`src/rtl/skew_feeder_pkg.sv`:
```
// rtl/skew_feeder_pkg.sv - shared defaults, FSM state type and beat-count helper
package systolic_pkg;

   localparam int DATA_W_DEF = 8;
   localparam int ROWS_DEF   = 4;
   localparam int COLS_DEF   = 4;

   typedef enum logic {IDLE, STREAM} feed_state_t;

   // A tile occupies the array edge for the diagonal span of its last row.
   function automatic int beats(input int rows, input int cols);
      return rows + cols - 1;
   endfunction

endpackage

```
`src/rtl/skew_feeder_if.sv`:
```
// rtl/skew_feeder_if.sv - tile handshake, stall and skewed row output bundle
interface skew_feeder_if
   import systolic_pkg::*;
#(
   parameter int ROWS   = ROWS_DEF,
   parameter int COLS   = COLS_DEF,
   parameter int DATA_W = DATA_W_DEF
);

   logic                        in_valid;
   logic                        in_ready;
   logic [ROWS*COLS*DATA_W-1:0] in_tile;
   logic                        en;
   logic [ROWS*DATA_W-1:0]      row_val;
   logic [ROWS-1:0]             row_vld;
   logic                        busy;
   logic                        tile_done;

   modport master (
      output in_valid, in_tile, en,
      input  in_ready, row_val, row_vld, busy, tile_done
   );

   modport slave (
      input  in_valid, in_tile, en,
      output in_ready, row_val, row_vld, busy, tile_done
   );

endinterface

```
`src/rtl/skew_feeder_row.sv`:
```
// rtl/skew_feeder_row.sv - picks element t-R of one row slice, zero outside the row's window
module skew_row
   import systolic_pkg::*;
#(
   parameter int R      = 0,
   parameter int COLS   = COLS_DEF,
   parameter int DATA_W = DATA_W_DEF,
   parameter int CNT_W  = 3
) (
   input  logic [CNT_W-1:0]       t,
   input  logic [COLS*DATA_W-1:0] row_data,
   output logic [DATA_W-1:0]      val,
   output logic                   vld
);

   int k;

   always_comb begin
      val = '0;
      vld = 1'b0;
      k   = int'(t) - R;
      if (k >= 0 && k < COLS) begin
         vld = 1'b1;
         val = row_data[k*DATA_W +: DATA_W];
      end
   end

endmodule

```
`src/rtl/skew_feeder.sv`:
```
// rtl/skew_feeder.sv - accepts activation tiles and streams rows with a diagonal skew
module skew_feeder
   import systolic_pkg::*;
#(
   parameter int ROWS   = ROWS_DEF,
   parameter int COLS   = COLS_DEF,
   parameter int DATA_W = DATA_W_DEF
) (
   input  logic         clk,
   input  logic         reset,
   skew_feeder_if.slave bus
);

   localparam int BEATS = beats(ROWS, COLS);
   localparam int LAST  = BEATS - 1;
   localparam int CNT_W = (BEATS > 1) ? $clog2(BEATS) : 1;
   localparam logic [CNT_W-1:0] T_LAST = CNT_W'(LAST);

   feed_state_t                 state_q, state_d;
   logic [CNT_W-1:0]            t_q, t_d;
   logic [ROWS*COLS*DATA_W-1:0] tile_q, tile_d;

   logic                        at_last;
   logic                        accept;
   logic [ROWS*DATA_W-1:0]      val_raw;
   logic [ROWS-1:0]             vld_raw;

   // The final beat is the only STREAM cycle that can take a new tile.
   assign at_last       = (state_q == STREAM) && bus.en && (t_q == T_LAST);
   assign bus.in_ready  = (state_q == IDLE) || at_last;
   assign accept        = bus.in_valid && bus.in_ready;
   assign bus.tile_done = at_last;
   assign bus.busy      = (state_q == STREAM);

   always_comb begin
      state_d = state_q;
      t_d     = t_q;
      tile_d  = tile_q;
      case (state_q)
         IDLE: begin
            if (accept) begin
               state_d = STREAM;
               tile_d  = bus.in_tile;
               t_d     = '0;
            end
         end
         STREAM: begin
            if (bus.en) begin
               if (t_q == T_LAST) begin
                  t_d = '0;
                  if (accept) begin
                     tile_d = bus.in_tile;
                  end else begin
                     state_d = IDLE;
                  end
               end else begin
                  t_d = t_q + CNT_W'(1);
               end
            end
         end
         default: state_d = IDLE;
      endcase
   end

   always_ff @(posedge clk or negedge reset) begin
      if (!reset) begin
         state_q <= IDLE;
         t_q     <= '0;
         tile_q  <= '0;
      end else begin
         state_q <= state_d;
         t_q     <= t_d;
         tile_q  <= tile_d;
      end
   end

   for (genvar r = 0; r < ROWS; r++) begin : g_row
      skew_row #(
         .R      (r),
         .COLS   (COLS),
         .DATA_W (DATA_W),
         .CNT_W  (CNT_W)
      ) u_row (
         .t        (t_q),
         .row_data (tile_q[r*COLS*DATA_W +: COLS*DATA_W]),
         .val      (val_raw[r*DATA_W +: DATA_W]),
         .vld      (vld_raw[r])
      );
   end

   // t rests at 0 in IDLE, so the row selects would otherwise expose element (0,0).
   assign bus.row_val = (state_q == STREAM) ? val_raw : '0;
   assign bus.row_vld = (state_q == STREAM) ? vld_raw : '0;

endmodule

```
`src/flat_wrapper.sv`:
```
// flat-port wrapper written by rule: the top's interface ports become plain ports
module skew_feeder_flat import systolic_pkg::*;
#(
   parameter int ROWS   = ROWS_DEF,
   parameter int COLS   = COLS_DEF,
   parameter int DATA_W = DATA_W_DEF
)
  (clk, reset, bus_in_valid, bus_in_tile, bus_en, bus_in_ready, bus_row_val, bus_row_vld, bus_busy, bus_tile_done);
  skew_feeder_if #(.ROWS(ROWS), .COLS(COLS), .DATA_W(DATA_W)) bus_i ();
  input  logic clk;
  input  logic reset;
  input wire logic [$bits(bus_i.in_valid)-1:0] bus_in_valid;
  input wire logic [$bits(bus_i.in_tile)-1:0] bus_in_tile;
  input wire logic [$bits(bus_i.en)-1:0] bus_en;
  output wire logic [$bits(bus_i.in_ready)-1:0] bus_in_ready;
  output wire logic [$bits(bus_i.row_val)-1:0] bus_row_val;
  output wire logic [$bits(bus_i.row_vld)-1:0] bus_row_vld;
  output wire logic [$bits(bus_i.busy)-1:0] bus_busy;
  output wire logic [$bits(bus_i.tile_done)-1:0] bus_tile_done;
  assign bus_i.in_valid = bus_in_valid;
  assign bus_i.in_tile = bus_in_tile;
  assign bus_i.en = bus_en;
  assign bus_in_ready = bus_i.in_ready;
  assign bus_row_val = bus_i.row_val;
  assign bus_row_vld = bus_i.row_vld;
  assign bus_busy = bus_i.busy;
  assign bus_tile_done = bus_i.tile_done;
  skew_feeder #(.ROWS(ROWS), .COLS(COLS), .DATA_W(DATA_W)) u_core (.clk(clk), .reset(reset), .bus(bus_i));
endmodule
```
`config.mk`:
```
export PLATFORM = sky130hd
export DESIGN_NAME = skew_feeder_flat
export DESIGN_NICKNAME = d
export VERILOG_FILES = /design/src/rtl/skew_feeder_pkg.sv /design/src/rtl/skew_feeder_if.sv /design/src/rtl/skew_feeder_row.sv /design/src/rtl/skew_feeder.sv /design/src/flat_wrapper.sv
export SDC_FILE = /design/constraint.sdc
export NUM_CORES = 1
export LEC_CHECK = 0
export BUFFER_PORTS_ARGS = -buffer_cell sky130_fd_sc_hd__buf_2
export CAP_MARGIN = 20
export CELL_PAD_IN_SITES_DETAIL_PLACEMENT = 0
export CELL_PAD_IN_SITES_GLOBAL_PLACEMENT = 2
export CORE_MARGIN = 2
export CORE_UTILIZATION = 24
export DETAILED_ROUTE_END_ITERATION = 7
export PLACE_DENSITY_LB_ADDON = 0.1
export SKIP_LAST_GASP = 1
export SYNTH_ARGS = -nofsm -noshare
export SYNTH_HDL_FRONTEND = slang
export SYNTH_SLANG_ARGS = --single-unit
```
`constraint.sdc`:
```
create_clock -name clk -period 2.5 [get_ports clk]
set_clock_uncertainty 0.15 [all_clocks]
set_input_delay 0 -clock clk [delete_from_list [all_inputs] [get_ports clk]]
set_output_delay 0 -clock clk [all_outputs]
set_load 0.1 [all_outputs]
```
==> load_flow_metrics.sql <==
INSERT INTO impl_metrics (metric_group, metric, value, unit) VALUES
('pwr', 'power.density', '1490', 'nW/um^2'),
('place', 'gp_congestion', '0.721', ''),
('setup_path', 'worst-endpoint-arrival', '2270', 'ps'),
('grt', 'global_route_wire_length_before_repair', '27600', 'um'),
('finish', 'area_overhead_vs_synth', '55.7', '%'),
('drt', 'top_signal_layer_used', 'met4', ''),
('place', 'port_buffers', '170', ''),
('grt', 'grt_start_max_net_pins', '59', ''),
('setup_path', 'worst_path_dominant_cell_family', 'buffers and inverters', ''),
('synthesis', 'syn-cell-area', '6650', 'sq um'),
('synthesis', 'synthCells', '391', ''),
('pwr', 'cellLeakagePower', '4.66', 'nW'),
('grt', 'grt_pass1_vias', '4931', ''),
('place', 'placed_cells_incl_taps', '923', ''),
('job', 'timing.max_cap.violations', '0', ''),
('cts', 'tritoncts.num_buffers', '17', ''),
('synthesis', 'synth-seq-area-share', '0.497', ''),
('drt', 'drt_first_iter_violations', '112', ''),
('cts', 'clock_buffer_depth', '2', ''),
('finish', 'num-nets-final', '845', ''),
('outcome', 'run_status', 'finished, violations left', ''),
('drt', 'final_antenna_net_count', '0', ''),
('setup_path', 'critPathKind', 'reg2out', ''),
('place', 'dp_worst_setup_slack', '260', 'ps'),
('drt', 'route.vias.total', '4410', ''),
('drt', 'wirelength_met1', '8510', 'um'),
('timing', 'layout_min_cycle_time', '2420', 'ps'),
('finish', 'fin_util', '0.382', ''),
('floorplanning', 'chipWidth', '170', 'um'),
('synthesis', 'synthDominantAreaCellType', 'dfrtp_1', ''),
('drt', 'detailroute.wirelength.met2', '8180', 'um'),
('synthesis', 'number_of_library_cell_types_mapped_by_synthesis', '30', ''),
('setup_path', 'setup.reg_to_reg.worst_slack', '250', 'ps'),
('place', 'dpl.hpwl', '11500', 'um'),
('timing', 'hold_slack', '-20.7', 'ps'),
('worst_hold_path', 'hold_class', 'in2async', ''),
('finish', 'instances_no_fill', '1093', ''),
('drt', 'drcViolationCount', '0', ''),
('setup_path', 'critPathSlowestCell', 'o21ai_4', ''),
('drt', 'routedWlPerCell', '16.1', 'um'),
('setup_path', 'crit_path_cell_trace', 'buf_4 > ha_1 > and4b_1 > o21ai_4 > inv_1 > buf_2', ''),
('synthesis', 'synthesis.yosys.warnings', '0', ''),
('setup_path', 'worstSetupStartpointType', 'flop', ''),
('setup_path', 'critical_path_required', '2350', 'ps'),
('synthesis', 'post_synth_fa_ha_maj_area_fraction', '0.0113', ''),
('timing', 'timing.final.ws_setup', '84.7', 'ps'),
('synthesis', 'yosys-mux-area-fraction', '0.383', ''),
('synthesis', 'largest_family_of_logic_cells_by_synthesized_area', 'multiplexers', ''),
('timing', 'final_setup_violating_endpoints', '0', ''),
('outcome', 'failed_checks', 'negative hold slack', ''),
('synthesis', 'synth_area_per_inst', '17.0', 'sq um'),
('timing', 'report.final.slew_viol_count', '0', ''),
('setup_path', 'crit_buf_inv', '3', ''),
('cts', 'cts_max_level', '4', ''),
('pwr', 'worst_ir_drop_on_vdd', '1.04', 'mV'),
('cts', 'clk_latency', '410', 'ps'),
('pwr', 'post-layout-total-power', '15.5', 'mW'),
('floorplanning', 'placementRows', '60', ''),
('floorplanning', 'dieArea', '29100', 'sq um'),
('synthesis', 'yosys_register_bits', '132', ''),
('timing', 'report.final.hold_viol_count', '9', ''),
('floorplanning', 'io_pins', '171', ''),
('cts', 'clkTransAtPathRegs', '70', 'ps'),
('synthesis', 'synth_area_leaders', 'dfrtp_1, mux2_4, mux4_2, buf_12, mux2_1', ''),
('drt', 'drt_first_pass_iters', '4', ''),
('floorplanning', 'design.core.area', '27100', 'sq um'),
('drt', 'detail_route.wirelength', '17600', 'um'),
('finish', 'drive_above_1_share', '0.560', ''),
('setup_path', 'crit_path_max_incr_delay', '450', 'ps'),
('floorplanning', 'die_y', '170', 'um'),
('timing', 'slew_headroom', '0.605', '');
[layout make-up]
type | instances | area (sq um) | share of cell area
Antenna cell | 1 | 2.50 | 0.000242
Clock buffer | 19 | 443 | 0.0428
Clock inverter | 13 | 100 | 0.00967
Inverter | 8 | 30.0 | 0.00290
Multi-Input combinational cell | 225 | 3130 | 0.303
Sequential cell | 132 | 3310 | 0.320
Tap cell | 372 | 465 | 0.0450
Timing Repair Buffer | 323 | 2870 | 0.277
[power breakdown]
| part | leakage, nW | switching (mW) | internal [mW] |
|---|---|---|---|
| Combinational | 2.80 | 4.97 | 4.34 |
| Sequential | 1.60 | 0.602 | 3.20 |
| Clock | 0.253 | 1.04 | 1.31 |
[cell families after synthesis]
group | Yosys count
buf+inv | 34
mux | 161
simple gates | 49
fa+ha+maj | 6
flops | 132
xor+xnor | 1
compound gates | 8
[sequential cells by signal (all words and copies together) (netlist names)]
signal / flops
u_core.tile_q: 128
u_core.t_q: 3
u_core.bus.busy: 1
[synth_stat cells]
library cell    n
o21ai_0         3
buf_12         11
a21oi_1         1
nor2b_1        25
nand3_2         1
nand3_1         3
buf_4           2
buf_6           5
nor2_1          1
and3_1          8
nand2b_1        1
xnor2_1         1
buf_8           1
inv_1           8
and2_1          1
buf_2           5
o21ai_1         1
dfrtp_1       132
a21bo_2         1
a21oi_4         1
nand2_1         8
a31oi_1         1
mux2i_1         1
mux2_1         15
clkbuf_1        2
ha_1            6
mux2_2         13
and4b_1         1
mux2_4        100
mux4_2         32
[per-layer routing]
metal  vias up  GRT usage
met5         -          0
met4         0     0.0379
met3        10     0.0307
met2       127      0.198
met1      2221      0.172
li1       2052          -
[path summary, 6_finish.rpt]
kind / cells past startpoint / start / end
worst max-delay path: 6 / u_core.t_q[1]$_DFFE_PN0P_ / bus_row_vld[3]
worst min-delay path: 2 / reset / u_core.tile_q[109]$_DFFE_PN0P_
max in group asynchronous: 3 / reset / u_core.tile_q[36]$_DFFE_PN0P_
worst max register to register: 7 / u_core.t_q[0]$_DFFE_PN0P_ / u_core.tile_q[55]$_DFFE_PN0P_
worst min register to register: 1 / u_core.tile_q[53]$_DFFE_PN0P_ / u_core.tile_q[53]$_DFFE_PN0P_
min in group clk: 3 / bus_in_tile[50] / u_core.tile_q[50]$_DFFE_PN0P_
[stage by stage]
| stage | hold slack, ps | cell area, sq um | TNS (ps) |
|---|---|---|---|
| 6_report | -20.7 | 10400 | 0 |
| 5_1_grt | 29.6 | 10400 | -64.9 |
| 4_1_cts | 1.79 | 10300 | 0 |
| 3_5_place_dp | -134 | 8390 | 0 |
| 3_3_place_gp | -134 | 8390 | 0 |
| 2_1_floorplan | -446 | 6780 | -2070 |
[worst reg2reg max path, cell delays in order, from the launching register on]
cell and delay, ps:
dfrtp_2 470, inv_1 140, ha_1 220, nand3_2 120
a21oi_4 230, buf_12 200, buf_12 220, mux2_1 370
[what timing repair did]
| action | 4_1_cts | 5_1_grt |
|---|---|---|
| setup endpoints to repair | 25 | 17 |
| buffers inserted | 4 | 0 |
| resized for setup | 8 | 1 |
| pin swaps | 0 | 1 |
| cloned | 1 | 0 |
| endpoints found under the hold margin | 264 | 0 |
| hold buffers | 132 | 0 |
No activity file was read; power rests on OpenSTA's default activity.
